File: src/rtl/sw_topk_tracker_pkg.sv
// Shared constants and types for the Smith-Waterman top-K result tracker.
// Default widths match the core's result and index widths.
package sw_topk_tracker_pkg;

   localparam int DEF_CALC_BIT  = 16;
   localparam int DEF_T_IDX_BIT = 10;
   localparam int DEF_Q_IDX_BIT = 8;
   localparam int DEF_TOPK      = 4;

   // Width of a rank field able to address TOPK entries, never below one bit.
   function automatic int rank_bits(input int k);
      int b;
      b = $clog2(k);
      return (b < 1) ? 1 : b;
   endfunction

   localparam int DEF_RANK_BIT = rank_bits(DEF_TOPK);

   // Tracker state: IDLE until armed, RUN while the core works,
   // FINISH while the last report drains.
   typedef enum logic [1:0] {
      ST_IDLE   = 2'd0,
      ST_RUN    = 2'd1,
      ST_FINISH = 2'd2
   } state_e;

   // One ranked list entry at default widths.
   typedef struct packed {
      logic [DEF_CALC_BIT-1:0]  score;
      logic [DEF_T_IDX_BIT-1:0] t_idx;
   } entry_t;

endpackage

File: src/rtl/sw_topk_tracker_if.sv
// Report stream from the top-K tracker to its consumer.
//
// Handshake: the master raises rpt_valid_o with a stable entry and holds
// every payload field unchanged until a cycle in which rpt_ready_i is also
// high; the entry is transferred on that rising edge. The slave may drive
// rpt_ready_i freely; it never changes what is currently presented.
interface sw_topk_tracker_if
   import sw_topk_tracker_pkg::*;
#(
   parameter int CALC_BIT  = DEF_CALC_BIT,
   parameter int T_IDX_BIT = DEF_T_IDX_BIT,
   parameter int Q_IDX_BIT = DEF_Q_IDX_BIT,
   parameter int RANK_BIT  = DEF_RANK_BIT
) ();

   logic                 rpt_valid_o;
   logic                 rpt_ready_i;
   logic [Q_IDX_BIT-1:0] rpt_q_idx_o;
   logic [RANK_BIT-1:0]  rpt_rank_o;
   logic [T_IDX_BIT-1:0] rpt_t_idx_o;
   logic [CALC_BIT-1:0]  rpt_score_o;
   logic                 rpt_last_o;

   modport master (
      output rpt_valid_o,
      output rpt_q_idx_o,
      output rpt_rank_o,
      output rpt_t_idx_o,
      output rpt_score_o,
      output rpt_last_o,
      input  rpt_ready_i
   );

   modport slave (
      input  rpt_valid_o,
      input  rpt_q_idx_o,
      input  rpt_rank_o,
      input  rpt_t_idx_o,
      input  rpt_score_o,
      input  rpt_last_o,
      output rpt_ready_i
   );

endinterface

File: src/rtl/sw_topk_insert.sv
// Combinational sorted insert: places a new (score, t_idx) into a
// descending list of up to TOPK entries. Equal scores never displace an
// existing entry, so the earlier target keeps the better rank; when the
// list is full the tail entry falls off.
module sw_topk_insert #(
   parameter int CALC_BIT  = 16,
   parameter int T_IDX_BIT = 10,
   parameter int TOPK      = 4,
   parameter int CNT_BIT   = 3
) (
   input  logic [CALC_BIT-1:0]  score_i     [TOPK],
   input  logic [T_IDX_BIT-1:0] t_idx_i     [TOPK],
   input  logic [CNT_BIT-1:0]   cnt_i,
   input  logic [CALC_BIT-1:0]  new_score_i,
   input  logic [T_IDX_BIT-1:0] new_t_idx_i,
   output logic [CALC_BIT-1:0]  score_o     [TOPK],
   output logic [T_IDX_BIT-1:0] t_idx_o     [TOPK],
   output logic [CNT_BIT-1:0]   cnt_o
);

   // keep[i]: slot i is occupied and outranks (or ties) the new entry.
   // Because the list is sorted, keep is a prefix of ones.
   logic [TOPK-1:0]      keep;
   logic [TOPK-1:0]      prev_keep;
   logic [CALC_BIT-1:0]  sh_score [TOPK];
   logic [T_IDX_BIT-1:0] sh_t_idx [TOPK];

   // Compare every occupied slot against the incoming score.
   always_comb begin
      keep = '0;
      for (int i = 0; i < TOPK; i++) begin
         keep[i] = (CNT_BIT'(i) < cnt_i) && (score_i[i] >= new_score_i);
      end
   end

   // Build the "one slot down" view of the list and the neighbour keep flags.
   always_comb begin
      prev_keep    = '0;
      prev_keep[0] = 1'b1;
      sh_score[0]  = '0;
      sh_t_idx[0]  = '0;
      for (int i = 1; i < TOPK; i++) begin
         prev_keep[i] = keep[i-1];
         sh_score[i]  = score_i[i-1];
         sh_t_idx[i]  = t_idx_i[i-1];
      end
   end

   // Per slot: keep the old entry, take the new one at the boundary, or shift.
   always_comb begin
      for (int i = 0; i < TOPK; i++) begin
         score_o[i] = score_i[i];
         t_idx_o[i] = t_idx_i[i];
         if (!keep[i]) begin
            if (prev_keep[i]) begin
               score_o[i] = new_score_i;
               t_idx_o[i] = new_t_idx_i;
            end else begin
               score_o[i] = sh_score[i];
               t_idx_o[i] = sh_t_idx[i];
            end
         end
      end
   end

   // A full list stays full whether the new entry landed or was dropped.
   always_comb begin
      cnt_o = cnt_i;
      if (cnt_i < CNT_BIT'(TOPK)) begin
         cnt_o = cnt_i + CNT_BIT'(1);
      end
   end

endmodule

File: src/rtl/sw_topk_tracker.sv
// Top-K result tracker for the Smith-Waterman core. Keeps target/query
// counters, a ranked working list per query, and a single-entry report
// buffer that is streamed out rank by rank on a valid/ready interface.
module sw_topk_tracker
   import sw_topk_tracker_pkg::*;
#(
   parameter int CALC_BIT  = DEF_CALC_BIT,
   parameter int T_IDX_BIT = DEF_T_IDX_BIT,
   parameter int Q_IDX_BIT = DEF_Q_IDX_BIT,
   parameter int TOPK      = DEF_TOPK,
   parameter int RANK_BIT  = DEF_RANK_BIT
) (
   input  logic                clk,
   input  logic                rst_n,
   input  logic                start_i,
   input  logic                sw_busy_i,
   input  logic                valid_i,
   input  logic [CALC_BIT-1:0] result_i,
   input  logic                change_q_i,
   sw_topk_tracker_if.master   rpt,
   output logic                overflow_o,
   output logic                done_o,
   output state_e              dbg_state_o
);

   localparam int CNT_BIT = $clog2(TOPK + 1);

   // Run control.
   state_e               state_q;
   logic                 run_first_q;
   logic                 done_q;

   // Index counters.
   logic [T_IDX_BIT-1:0] t_idx_q;
   logic [Q_IDX_BIT-1:0] q_idx_q;

   // Working list for the query in progress.
   logic [CALC_BIT-1:0]  lst_score_q [TOPK];
   logic [T_IDX_BIT-1:0] lst_t_idx_q [TOPK];
   logic [CNT_BIT-1:0]   lst_cnt_q;

   // Report buffer holding one finished query.
   logic [CALC_BIT-1:0]  buf_score_q [TOPK];
   logic [T_IDX_BIT-1:0] buf_t_idx_q [TOPK];
   logic [CNT_BIT-1:0]   buf_cnt_q;
   logic [Q_IDX_BIT-1:0] buf_q_idx_q;
   logic                 buf_full_q;
   logic [RANK_BIT-1:0]  rd_ptr_q;
   logic                 overflow_q;

   // Insert network results.
   logic [CALC_BIT-1:0]  ins_score [TOPK];
   logic [T_IDX_BIT-1:0] ins_t_idx [TOPK];
   logic [CNT_BIT-1:0]   ins_cnt;

   logic take;
   logic snap;
   logic rpt_fire;
   logic rpt_last;
   logic buf_can_load;

   // Results are only accepted once armed; a restart pulse wins over data.
   assign take         = valid_i && (state_q != ST_IDLE) && !start_i;
   assign snap         = take && change_q_i;
   assign rpt_fire     = buf_full_q && rpt.rpt_ready_i;
   assign rpt_last     = buf_full_q && (CNT_BIT'(rd_ptr_q) == (buf_cnt_q - CNT_BIT'(1)));
   // The buffer may refill in the same cycle its final entry is accepted.
   assign buf_can_load = !buf_full_q || (rpt_fire && rpt_last);

   sw_topk_insert #(
      .CALC_BIT  (CALC_BIT),
      .T_IDX_BIT (T_IDX_BIT),
      .TOPK      (TOPK),
      .CNT_BIT   (CNT_BIT)
   ) u_insert (
      .score_i     (lst_score_q),
      .t_idx_i     (lst_t_idx_q),
      .cnt_i       (lst_cnt_q),
      .new_score_i (result_i),
      .new_t_idx_i (t_idx_q),
      .score_o     (ins_score),
      .t_idx_o     (ins_t_idx),
      .cnt_o       (ins_cnt)
   );

   // Run FSM with a registered completion pulse. The busy line is ignored
   // on the first RUN cycle because the core has not raised it yet.
   always_ff @(posedge clk) begin
      if (!rst_n) begin
         state_q     <= ST_IDLE;
         run_first_q <= 1'b0;
         done_q      <= 1'b0;
      end else begin
         done_q <= 1'b0;
         if (start_i) begin
            state_q     <= ST_RUN;
            run_first_q <= 1'b1;
         end else begin
            case (state_q)
               ST_IDLE: begin
                  state_q <= ST_IDLE;
               end
               ST_RUN: begin
                  if (run_first_q) begin
                     run_first_q <= 1'b0;
                  end else if (!sw_busy_i) begin
                     state_q <= ST_FINISH;
                  end
               end
               ST_FINISH: begin
                  if (!buf_full_q && !snap) begin
                     state_q <= ST_IDLE;
                     done_q  <= 1'b1;
                  end
               end
               default: begin
                  state_q <= ST_IDLE;
               end
            endcase
         end
      end
   end

   // Index counters and the working list; a query end clears the list.
   always_ff @(posedge clk) begin
      if (!rst_n || start_i) begin
         t_idx_q   <= '0;
         q_idx_q   <= '0;
         lst_cnt_q <= '0;
         for (int i = 0; i < TOPK; i++) begin
            lst_score_q[i] <= '0;
            lst_t_idx_q[i] <= '0;
         end
      end else if (take) begin
         if (change_q_i) begin
            t_idx_q   <= '0;
            q_idx_q   <= q_idx_q + Q_IDX_BIT'(1);
            lst_cnt_q <= '0;
            for (int i = 0; i < TOPK; i++) begin
               lst_score_q[i] <= '0;
               lst_t_idx_q[i] <= '0;
            end
         end else begin
            t_idx_q   <= t_idx_q + T_IDX_BIT'(1);
            lst_cnt_q <= ins_cnt;
            for (int i = 0; i < TOPK; i++) begin
               lst_score_q[i] <= ins_score[i];
               lst_t_idx_q[i] <= ins_t_idx[i];
            end
         end
      end
   end

   // Report buffer: drain rank by rank, load the final list on a query end,
   // and flag a sticky overflow when a finished query finds it occupied.
   always_ff @(posedge clk) begin
      if (!rst_n || start_i) begin
         buf_cnt_q   <= '0;
         buf_q_idx_q <= '0;
         buf_full_q  <= 1'b0;
         rd_ptr_q    <= '0;
         overflow_q  <= 1'b0;
         for (int i = 0; i < TOPK; i++) begin
            buf_score_q[i] <= '0;
            buf_t_idx_q[i] <= '0;
         end
      end else begin
         if (rpt_fire) begin
            if (rpt_last) begin
               buf_full_q <= 1'b0;
            end else begin
               rd_ptr_q <= rd_ptr_q + RANK_BIT'(1);
            end
         end
         if (snap) begin
            if (buf_can_load) begin
               buf_full_q  <= 1'b1;
               rd_ptr_q    <= '0;
               buf_cnt_q   <= ins_cnt;
               buf_q_idx_q <= q_idx_q;
               for (int i = 0; i < TOPK; i++) begin
                  buf_score_q[i] <= ins_score[i];
                  buf_t_idx_q[i] <= ins_t_idx[i];
               end
            end else begin
               overflow_q <= 1'b1;
            end
         end
      end
   end

   assign rpt.rpt_valid_o = buf_full_q;
   assign rpt.rpt_q_idx_o = buf_q_idx_q;
   assign rpt.rpt_rank_o  = rd_ptr_q;
   assign rpt.rpt_t_idx_o = buf_t_idx_q[rd_ptr_q];
   assign rpt.rpt_score_o = buf_score_q[rd_ptr_q];
   assign rpt.rpt_last_o  = rpt_last;

   assign overflow_o  = overflow_q;
   assign done_o      = done_q;
   assign dbg_state_o = state_q;

endmodule
File: src/flat_wrapper.sv
// flat-port wrapper written by rule: the top's interface ports become plain ports
module sw_topk_tracker_flat import sw_topk_tracker_pkg::*;
#(
   parameter int CALC_BIT  = DEF_CALC_BIT,
   parameter int T_IDX_BIT = DEF_T_IDX_BIT,
   parameter int Q_IDX_BIT = DEF_Q_IDX_BIT,
   parameter int TOPK      = DEF_TOPK,
   parameter int RANK_BIT  = DEF_RANK_BIT
)
  (clk, rst_n, start_i, sw_busy_i, valid_i, result_i, change_q_i, overflow_o, done_o, dbg_state_o, rpt_rpt_valid_o, rpt_rpt_q_idx_o, rpt_rpt_rank_o, rpt_rpt_t_idx_o, rpt_rpt_score_o, rpt_rpt_last_o, rpt_rpt_ready_i);
  sw_topk_tracker_if #(.CALC_BIT(CALC_BIT), .T_IDX_BIT(T_IDX_BIT), .Q_IDX_BIT(Q_IDX_BIT), .RANK_BIT(RANK_BIT)) rpt_i ();
  input  logic clk;
  input  logic rst_n;
  input  logic start_i;
  input  logic sw_busy_i;
  input  logic valid_i;
  input  logic [CALC_BIT-1:0] result_i;
  input  logic change_q_i;
  output logic overflow_o;
  output logic done_o;
  output state_e dbg_state_o;
  output wire logic [$bits(rpt_i.rpt_valid_o)-1:0] rpt_rpt_valid_o;
  output wire logic [$bits(rpt_i.rpt_q_idx_o)-1:0] rpt_rpt_q_idx_o;
  output wire logic [$bits(rpt_i.rpt_rank_o)-1:0] rpt_rpt_rank_o;
  output wire logic [$bits(rpt_i.rpt_t_idx_o)-1:0] rpt_rpt_t_idx_o;
  output wire logic [$bits(rpt_i.rpt_score_o)-1:0] rpt_rpt_score_o;
  output wire logic [$bits(rpt_i.rpt_last_o)-1:0] rpt_rpt_last_o;
  input wire logic [$bits(rpt_i.rpt_ready_i)-1:0] rpt_rpt_ready_i;
  assign rpt_rpt_valid_o = rpt_i.rpt_valid_o;
  assign rpt_rpt_q_idx_o = rpt_i.rpt_q_idx_o;
  assign rpt_rpt_rank_o = rpt_i.rpt_rank_o;
  assign rpt_rpt_t_idx_o = rpt_i.rpt_t_idx_o;
  assign rpt_rpt_score_o = rpt_i.rpt_score_o;
  assign rpt_rpt_last_o = rpt_i.rpt_last_o;
  assign rpt_i.rpt_ready_i = rpt_rpt_ready_i;
  sw_topk_tracker #(.CALC_BIT(CALC_BIT), .T_IDX_BIT(T_IDX_BIT), .Q_IDX_BIT(Q_IDX_BIT), .TOPK(TOPK), .RANK_BIT(RANK_BIT)) u_core (.clk(clk), .rst_n(rst_n), .start_i(start_i), .sw_busy_i(sw_busy_i), .valid_i(valid_i), .result_i(result_i), .change_q_i(change_q_i), .rpt(rpt_i), .overflow_o(overflow_o), .done_o(done_o), .dbg_state_o(dbg_state_o));
endmodule
File: config.mk
export PLATFORM = sky130hd
export DESIGN_NAME = sw_topk_tracker_flat
export DESIGN_NICKNAME = d
export VERILOG_FILES = /design/src/rtl/sw_topk_tracker_pkg.sv /design/src/rtl/sw_topk_tracker_if.sv /design/src/rtl/sw_topk_insert.sv /design/src/rtl/sw_topk_tracker.sv /design/src/flat_wrapper.sv
export SDC_FILE = /design/constraint.sdc
export NUM_CORES = 1
export LEC_CHECK = 0
export CORE_MARGIN = 5
export CORE_UTILIZATION = 50
export CTS_CLUSTER_SIZE = 10
export DETAILED_ROUTE_END_ITERATION = 6
export PLACE_DENSITY = 0.68
export SYNTH_ARGS = -nofsm -noshare
export SYNTH_HDL_FRONTEND = slang
export SYNTH_SLANG_ARGS = --single-unit
File: constraint.sdc
create_clock -name clk -period 5.1 [get_ports clk]
set_input_delay 1.02 -clock clk [delete_from_list [all_inputs] [get_ports clk]]
set_output_delay 1.02 -clock clk [all_outputs]
set_load 0.01 [all_outputs]
# Yosys cells after proc, flatten, opt, wreduce, memory -nomap -nowiden
# Memories as Yosys holds them, arrays and structs flattened. A register that Yosys moved wholly into a read port is not among the register bits.
# Cells that the tools add are included.
[word_totals]
word_cells = 133
rom_bits = 0
ff_bits = 144
ramBits = 104
in_bits = 23
memories = 2
out_inout_bits = 42
latch_bits = 0
[memory_table]
columns = ["name", "depth", "word_bits", "read_ports", "rd_clocked_by_memory_dff", "wr", "line_no", "rtl"]
rows = [
  ["u_core.buf_score_q", 4, 16, 1, 1, 4, "sw_topk_tracker.sv:43", "logic [CALC_BIT-1:0] buf_score_q [TOPK];"],
  ["u_core.buf_t_idx_q", 4, 10, 1, 1, 4, "sw_topk_tracker.sv:44", "logic [T_IDX_BIT-1:0] buf_t_idx_q [TOPK];"],
]
[classes]
n_div = 0
bitwise = 11
order_cmp = 9
n_reduce_logical = 26
addsub = 5
mul = 0
shifts = 0
n_eq_ne = 9
n_mux = 51
[op_table]
columns = ["operator", "count"]
rows = [
  ["16-bit two-way mux", 11],
  ["10-bit two-way mux", 12],
  ["16-bit >= comparator", 4],
  ["64-bit two-way mux", 1],
  ["40-bit two-way mux", 1],
  ["2-bit two-way mux", 9],
  ["1-bit two-way mux", 14],
  ["1-bit logical AND", 11],
  ["10-bit by 1-bit adder with 10-bit output, second input constant", 1],
  ["8-bit by 1-bit adder with 8-bit output, second input constant", 1],
  ["1-bit bitwise OR", 8],
  ["1-bit by 3-bit less-than comparator with 1-bit output, first input constant", 2],
  ["2-bit by 3-bit less-than comparator with 1-bit output, first input constant", 2],
  ["3-bit two-way mux", 2],
  ["3-bit != test, second input constant", 2],
  ["2-bit AND reduction", 3],
  ["3-bit AND reduction", 2],
  ["1-bit zero test", 4],
  ["2-bit != test, second input constant", 2],
  ["2-bit one-hot mux with 2 select lines", 1],
  ["2-bit nonzero test", 2],
  ["3-bit by 1-bit adder with 3-bit output, second input constant", 1],
  ["2-bit by 3-bit equality test with 1-bit output", 1],
  ["3-bit less-than comparator, second input constant", 1],
  ["other kinds (10)", 13],
]

# Logic depth before layout (Yosys ltp)
# Gate-level depths: netlist (run 1).
[depth]
word_depth = 10
ltp_mapped = 11
ltp_nobuf = 9

# Cells and area by module
# Synthesis (run 1) repeated with hierarchy kept, for this count alone.
[unflattened]
hier_cells = 1410
hier_area_um2 = 13598.0
[by_module_without_submodules]
columns = ["module", "seq_area_each_um2", "cells_per_inst", "area_per_inst_um2", "n_inst"]
rows = [
  ["sw_topk_tracker", 6005.8, 886, 9708.1, 1],
  ["sw_topk_insert", 0.0, 524, 3890.0, 1],
]

# Worst setup path before layout (run 1)
# No wires, ideal clock.
[synth_timing]
path_kind = "input to register"
start = "input port change_q_i"
end = "memory u_core.buf_score_q[0][0] (enable)"
required_time_ps = 4640
setup_slack_ps = 696
cell_stages = 5
setup_ps = 460
arrival_ps = 3944
n_path_buf = 1
cell_sequence = "clkbuf_1 -> nand2_1 -> nor2_1 -> nor2_1 -> inv_1"
[synth_lines]
columns = ["element", "line_no", "rtl"]
rows = [
  ["from (decl)", "flat_wrapper.sv:18", "input logic change_q_i;"],
  ["to (decl)", "sw_topk_tracker.sv:43", ""],
]

# Final worst setup path (run 1)
[layout_timing]
start = "input port result_i[15]"
end = "register u_core.lst_score_q[31] (netlist bit)"
[layout_between]
elab_chain_cells = 5
word_cells_on_any_way = 7
cone_classes = "order compare: 2; mux: 3; reduce/logical: 2"
[layout_rtl]
columns = ["element", "line_no", "rtl"]
rows = [
  ["from (decl)", "flat_wrapper.sv:17", "input logic [CALC_BIT-1:0] result_i;"],
  ["16-bit >= comparator", "sw_topk_insert.sv:32", "keep[i] = (CNT_BIT'(i) < cnt_i) && (score_i[i] >= new_score_i);"],
  ["1-bit logical AND", "sw_topk_insert.sv:32", ""],
  ["16-bit two-way mux", "sw_topk_insert.sv:55", "if (prev_keep[i]) begin"],
  ["16-bit two-way mux *", "sw_topk_insert.sv:54", "if (!keep[i]) begin"],
  ["64-bit two-way mux *", "sw_topk_tracker.sv:135", "if (change_q_i) begin"],
  ["to (signal, indexed assignment)", "sw_topk_tracker.sv:147", "lst_score_q[i] <= ins_score[i];"],
  ["to (decl)", "sw_topk_tracker.sv:38", "logic [CALC_BIT-1:0] lst_score_q [TOPK];"],
]
# Every way passes the cells marked *; elsewhere a longest branch is shown, timed or not.
# A chain may end at the register's enable or synchronous reset.

==> results of run 1 <==
[worst min path at each step]
stage / startpoint / endpoint / slack, ps
2_1_floorplan: u_core.lst_t_idx_q[9] / u_core.lst_t_idx_q[9] / 430
3_3_place_gp: u_core.lst_t_idx_q[5] / u_core.lst_t_idx_q[5] / 450
3_5_place_dp: u_core.lst_t_idx_q[5] / u_core.lst_t_idx_q[5] / 450
4_1_cts: u_core.lst_t_idx_q[5] / u_core.lst_t_idx_q[5] / 470
5_1_grt: u_core.lst_t_idx_q[5] / u_core.lst_t_idx_q[5] / 480
6_report: u_core.lst_t_idx_q[4] / u_core.lst_t_idx_q[4] / 470
[layer usage]
metal  GRT usage, %  vias to the layer above  part of all wire [%]
li1               -                     4783                     -
met1           34.9                     5022                    45
met3           3.14                       50                   6.4
met2           39.0                      362                    46
met4           6.89                        0                   2.2
met5              0                        -                     0
[critical path, delay by kind of cell]
family,cells,cell delay (ps)
compound gates,3,1120
fa+ha+maj,1,360
buf+inv,4,1290
simple gates,3,780
[cells in the mapped netlist (all sizes together) (2+ instances only)]
master,n,area share [%]
mux4,26,4.5
or3,3,0.15
and3,4,0.19
clkbuf,62,1.8
nor2b,2,0.097
a21o,2,0.12
o21ai,48,1.9
o2bb2ai,79,5.3
o32ai,17,1.8
nor2,37,1.1
nand2b,6,0.29
o22ai,12,1.1
nand3,35,1.4
a22o,8,0.54
nor4b,2,0.18
xor2,14,0.95
nand2,170,5.0
inv,27,0.78
nor3,11,0.43
dfxtp,144,22
a2111oi,2,0.14
mux2i,53,4.1
a21oi,134,5.2
a211oi,4,0.23
xnor2,6,0.41
ha,68,6.6
a221oi,26,1.8
and2,3,0.15
buf,40,2.1
o31ai,54,3.3
edfxtp,104,24
nand4,11,0.53
or2,2,0.097
o21a,7,0.41
[metrics by stage]
stage	cell area [um2]	utilization (%)	setup slack, ps	cells	hold WS, ps
after floorplan	12900	-	696	1237	432
after global placement	14000	55.1	488	1572	447
after detailed placement	14000	55.1	487	1572	455
after CTS	14800	58.6	1040	1623	471
after global routing	14800	58.6	817	1623	485
final	14800	58.6	990	1623	469
[flip-flops by register name, indices dropped and copies added, names as in the netlist]
signal                  flops
u_core.buf_score_q         64
u_core.lst_score_q         64
u_core.buf_t_idx_q         40
u_core.lst_t_idx_q         40
u_core.t_idx_q             10
u_core.q_idx_q              8
u_core.rpt.rpt_q_idx_o      8
u_core.buf_cnt_q            3
u_core.lst_cnt_q            3
u_core.dbg_state_o          2
u_core.rpt.rpt_rank_o       2
u_core.done_o               1
u_core.overflow_o           1
u_core.rpt.rpt_valid_o      1
u_core.run_first_q          1
[cell families after synthesis]
family	share of synthesized area [%]
mux	8.63
flops	46.4
buf+inv	4.66
compound gates	22.7
simple gates	9.65
fa+ha+maj	6.58
xor+xnor	1.35
[cell type report]
type / instances / area share [%]
Inverter: 27 / 0.700
Multi-Input combinational cell: 860 / 43.1
Tap cell: 330 / 2.78
Sequential cell: 248 / 40.5
Clock buffer: 49 / 5.60
Clock inverter: 2 / 0.337
Timing Repair Buffer: 107 / 7.00
[where the power goes]
group / internal [uW] / total, uW / switching (uW)
registers: 2100 / 2120 / 12.6
logic: 82.4 / 213 / 131
clock network: 1150 / 1960 / 806
==> run_results.csv, run 1 <==
group,metric,value,unit
status,status,"finished clean",
grt,grt_pass1_vias,10300,
clock_network,numCtsBuffers,29,
worst_setup_path,critPathSlowestCell,"o31ai_4",
sta,skew,18.5,ps
sta,maxSlewViolCount,0,
worst_setup_path,worstPathCellList,"clkdlybuf4s50_1 -> inv_1 -> ha_1 -> nand4_1 -> nor3_1 -> nor4b_2 -> o31ai_4 -> buf_12 -> o31ai_4 -> buf_4 -> o2bb2ai_1",
yosys,synth_ff_type,"dfxtp_1",
yosys,ys_types,61,
clock_network,post_cts_resized,0,
sta,worst_pin_slew,1050,ps
worst_setup_path,crit_top_cell,"o31ai_4",
floorplan,die_w,171,um
detailed_routing,via_count,10200,
worst_hold_path,hold_path_class,"reg -> reg",
worst_setup_path,cp_slowest_stage_delay,860,ps
worst_setup_path,worstSetupEndpointType,"flip-flop",
grt,grtUsageTotal,24.3,%
clock_network,tritoncts,"yes",
power_and_ir_drop,p_total,4280,uW
finish,layout-drive-gt1-share,11.4,%
detailed_routing,via_per_inst,6.30,
finish,multi_input_area,0.00639,mm2
grt,antenna_found_initial,0,
yosys,ys_ff_latch,248,
clock_network,holdBufCountCts,0,
detailed_routing,ant_nets,0,
power_and_ir_drop,power.density,289,mW/mm2
finish,fillers,2123,
clock_network,clock_path_buffers,3,
worst_setup_path,arrival,4590,ps
sta,period_minus_slack,4110,ps
placement,hpwlAfterDp,23200,um
yosys,synth-edff-count,104,
floorplan,die_h,171,um
sta,setup_tns,0,ps
worst_setup_path,r2r_end,"u_core.buf_t_idx_q[3][1]",
finish,diodes,0,
clock_network,cts.sinks,248,
floorplan,core-area,0.0253,mm2
worst_setup_path,cp.required,5580,ps
worst_setup_path,crit_path_end,"u_core.lst_score_q[31]",
finish,area_growth,14.6,%
worst_setup_path,worstRegToRegCells,7,
placement,gp_congestion,0.882,
worst_setup_path,worstPathMaxFanout,43,
clock_network,cts_setup_buffers,0,
finish,seqCellArea,0.00601,mm2
yosys,synthCells,1237,
detailed_routing,wl_per_cell,21.7,um
finish,final_cell_mix,"nand2_1, dfxtp_1, a21oi_1",
detailed_routing,drc_errors,0,
worst_hold_path,whs_path_depth,1,
grt,grt_max_degree,79,
worst_setup_path,start_kind,"input pin",
detailed_routing,drt_iter0_drc,907,
yosys,synth_nets,1328,
flow_run,max_cap_viol_count,0,
yosys,ys_seq_area_share,46.4,%
sta,slew_headroom,29.7,%
sta,setup_viol,0,
grt,grt_pass1_wl,57000,um
clock_network,cts-root-buf,"clkbuf_16",
placement,io_buffers,64,
grt,overflow,0,
worst_setup_path,critPathKind,"in -> reg",
detailed_routing,firstDrtPassIters,5,
power_and_ir_drop,power.leakage,0.00525,uW
floorplan,dieArea,0.0292,mm2
worst_setup_path,rrSetupSlack,1880,ps
sta,fmax,243,MHz
power_and_ir_drop,peakVddDrop,183,uV
finish,final_common_cell,"nand2_1",
clock_network,clock_latency,560,ps
clock_network,ctsHtreeMaxLevel,1,
detailed_routing,routed_wl,35200,um
worst_setup_path,timing.rr.start,"u_core.rpt.rpt_rank_o[1]",
sta,rsz0062_at_grt,"no",
yosys,yosys_warnings,0,
sta,hold_viol_final,0,
sta,fin_crit_sh,80.6,%
floorplan,pin_count,65,
yosys,synthesis.area,0.0129,mm2
clock_network,clkSlewWorstSetupHoldPaths,60,ps
worst_setup_path,startpoint,"result_i[15]",
yosys,avgSynthCellArea,10.5,um2
floorplan,start_util,51.1,%
floorplan,placementRows,58,
yosys,async_flop_share,0,%
finish,num-nets-final,1364,
Note: power is estimated with default switching activity, not from simulation.
==> run 2: changes to the inputs <==
clock period = 4.1 ns   (was 5.1 ns; I/O delays follow)
==> run_results.csv, run 2 (synthesis results as in run 1) <==
group,metric,value,unit
status,status,"finished clean",
floorplan,dieArea,0.0292,mm2
sta,setup_ws,530,ps
sta,rsz0062_at_grt,"no",
floorplan,core-area,0.0253,mm2
worst_setup_path,start_kind,"input pin",
finish,layout-drive-gt1-share,13.7,%
worst_hold_path,hold_path_class,"reg -> reg",
detailed_routing,drt_iter0_drc,922,
detailed_routing,firstDrtPassIters,5,
power_and_ir_drop,peakVddDrop,300,uV
clock_network,clock_latency,550,ps
clock_network,holdBufCountCts,0,
floorplan,pin_count,65,
sta,period_minus_slack,3570,ps
finish,final_cell_mix,"nand2_1, dfxtp_1, a21oi_1",
sta,skew,16.5,ps
detailed_routing,drc_errors,0,
finish,area_growth,17.1,%
finish,final_common_cell,"nand2_1",
worst_setup_path,cp.required,4470,ps
clock_network,cts.sinks,248,
sta,setup_viol,0,
clock_network,ctsHtreeMaxLevel,1,
clock_network,cts_setup_buffers,0,
floorplan,die_h,171,um
detailed_routing,via_per_inst,6.24,
worst_setup_path,worstPathMaxFanout,26,
sta,hold_viol_final,0,
clock_network,post_cts_resized,0,
power_and_ir_drop,power_frac_comb,5.6,%
clock_network,clock_path_buffers,3,
grt,grtUsageTotal,24.6,%
finish,num-nets-final,1400,
worst_setup_path,arrival,3930,ps
power_and_ir_drop,sequentialPowerShare,50.0,%
finish,top_regs,"u_core.buf_score_q x64, u_core.lst_score_q x64",
grt,grt_pass1_vias,10100,
power_and_ir_drop,power.density,348,mW/mm2
clock_network,clkSlewWorstSetupHoldPaths,60,ps
power_and_ir_drop,p_clk_share,44.4,%
clock_network,numCtsBuffers,29,
clock_network,cts-root-buf,"clkbuf_16",
detailed_routing,routed_wl,36000,um
grt,overflow,0,
sta,fin_crit_sh,87.1,%
placement,io_buffers,64,
grt,grt_pass1_wl,57100,um
detailed_routing,via_count,10400,
placement,place_ws,-10.9,ps
placement,hpwlAfterDp,24100,um
sta,maxSlewViolCount,0,
sta,fmax,280,MHz
finish,diodes,0,
placement,numPlacedInstances,1608,
worst_setup_path,critPathKind,"in -> reg",
power_and_ir_drop,p_sw_share,22.5,%
detailed_routing,wl_per_cell,21.7,um
sta,slew_headroom,6.43,%
floorplan,die_w,171,um
grt,antenna_found_initial,0,
floorplan,start_util,51.1,%
floorplan,placementRows,58,
power_and_ir_drop,intPower,4080,uW
finish,final_cells,1659,
clock_network,tritoncts,"yes",
sta,worst_pin_slew,1400,ps
power_and_ir_drop,power.leakage,0.00543,uW
finish,fillers,2090,
placement,gp_congestion,0.929,
grt,grt_max_degree,56,
detailed_routing,ant_nets,0,
power_and_ir_drop,switchingPower,1180,uW
worst_setup_path,worstSetupEndpointType,"flip-flop",
flow_run,max_cap_viol_count,0,
==> run 2: worst max-delay path: stages <==
cell	delay, ps
clkdlybuf4s50_1	550
buf_4	220
ha_1	270
nand2b_1	90
a211oi_1	70
o21ai_0	340
a41oi_2	260
o21ai_2	1120
o2bb2ai_1	190
==> run 2: power groups by stage <==
stage / sequential, uW / combinational [uW] / clock (uW)
2_1_floorplan: 2680 / 142 / 0
3_3_place_gp: 2680 / 286 / 0
3_5_place_dp: 2690 / 289 / 0
4_1_cts: 2630 / 291 / 2370
5_1_grt: 2640 / 314 / 2480
6_report: 2630 / 293 / 2340
==> run 2: final cells by class <==
class,count,area [um2],area share [%]
sequential,248,6010,39.7
timing repair buffer,143,1410,9.30
multi-input combinational,860,6380,42.1
clock buffer,49,821,5.42
tap,330,413,2.73
inverter,27,105,0.694
clock inverter,2,13.8,0.0908
==> run 2: stage by stage <==
stage	cell area, um2	total power [uW]	hold slack (ps)	TNS, ps	utilization (%)
after floorplan	12900	2820	432	0	-
after global placement	14300	2970	445	0	56.5
after detailed placement	14300	2980	448	-10.9	56.5
after CTS	15100	5290	466	0	59.8
after global routing	15100	5430	483	0	59.8
final	15100	5260	465	0	59.8
==> run 2: metal layers <==
metal / routed length (um) / share of wire (%) / track usage [%]
met1: 16200 / 45 / 35.2
met2: 16300 / 45 / 38.9
met4: 1010 / 2.8 / 7.68
met5: 0 / 0 / 0
met3: 2530 / 7.0 / 3.63
==> run 2: worst paths after layout <==
check	from	to	slack, ps	cells past startpoint
setup / recovery	result_i[0]	u_core.lst_t_idx_q[3]	530	9
setup reg to reg	u_core.lst_score_q[32]	u_core.buf_t_idx_q[1][3]	1100	10
hold / removal	u_core.lst_t_idx_q[9]	u_core.lst_t_idx_q[9]	470	1
hold reg to reg	u_core.lst_t_idx_q[9]	u_core.lst_t_idx_q[9]	470	1
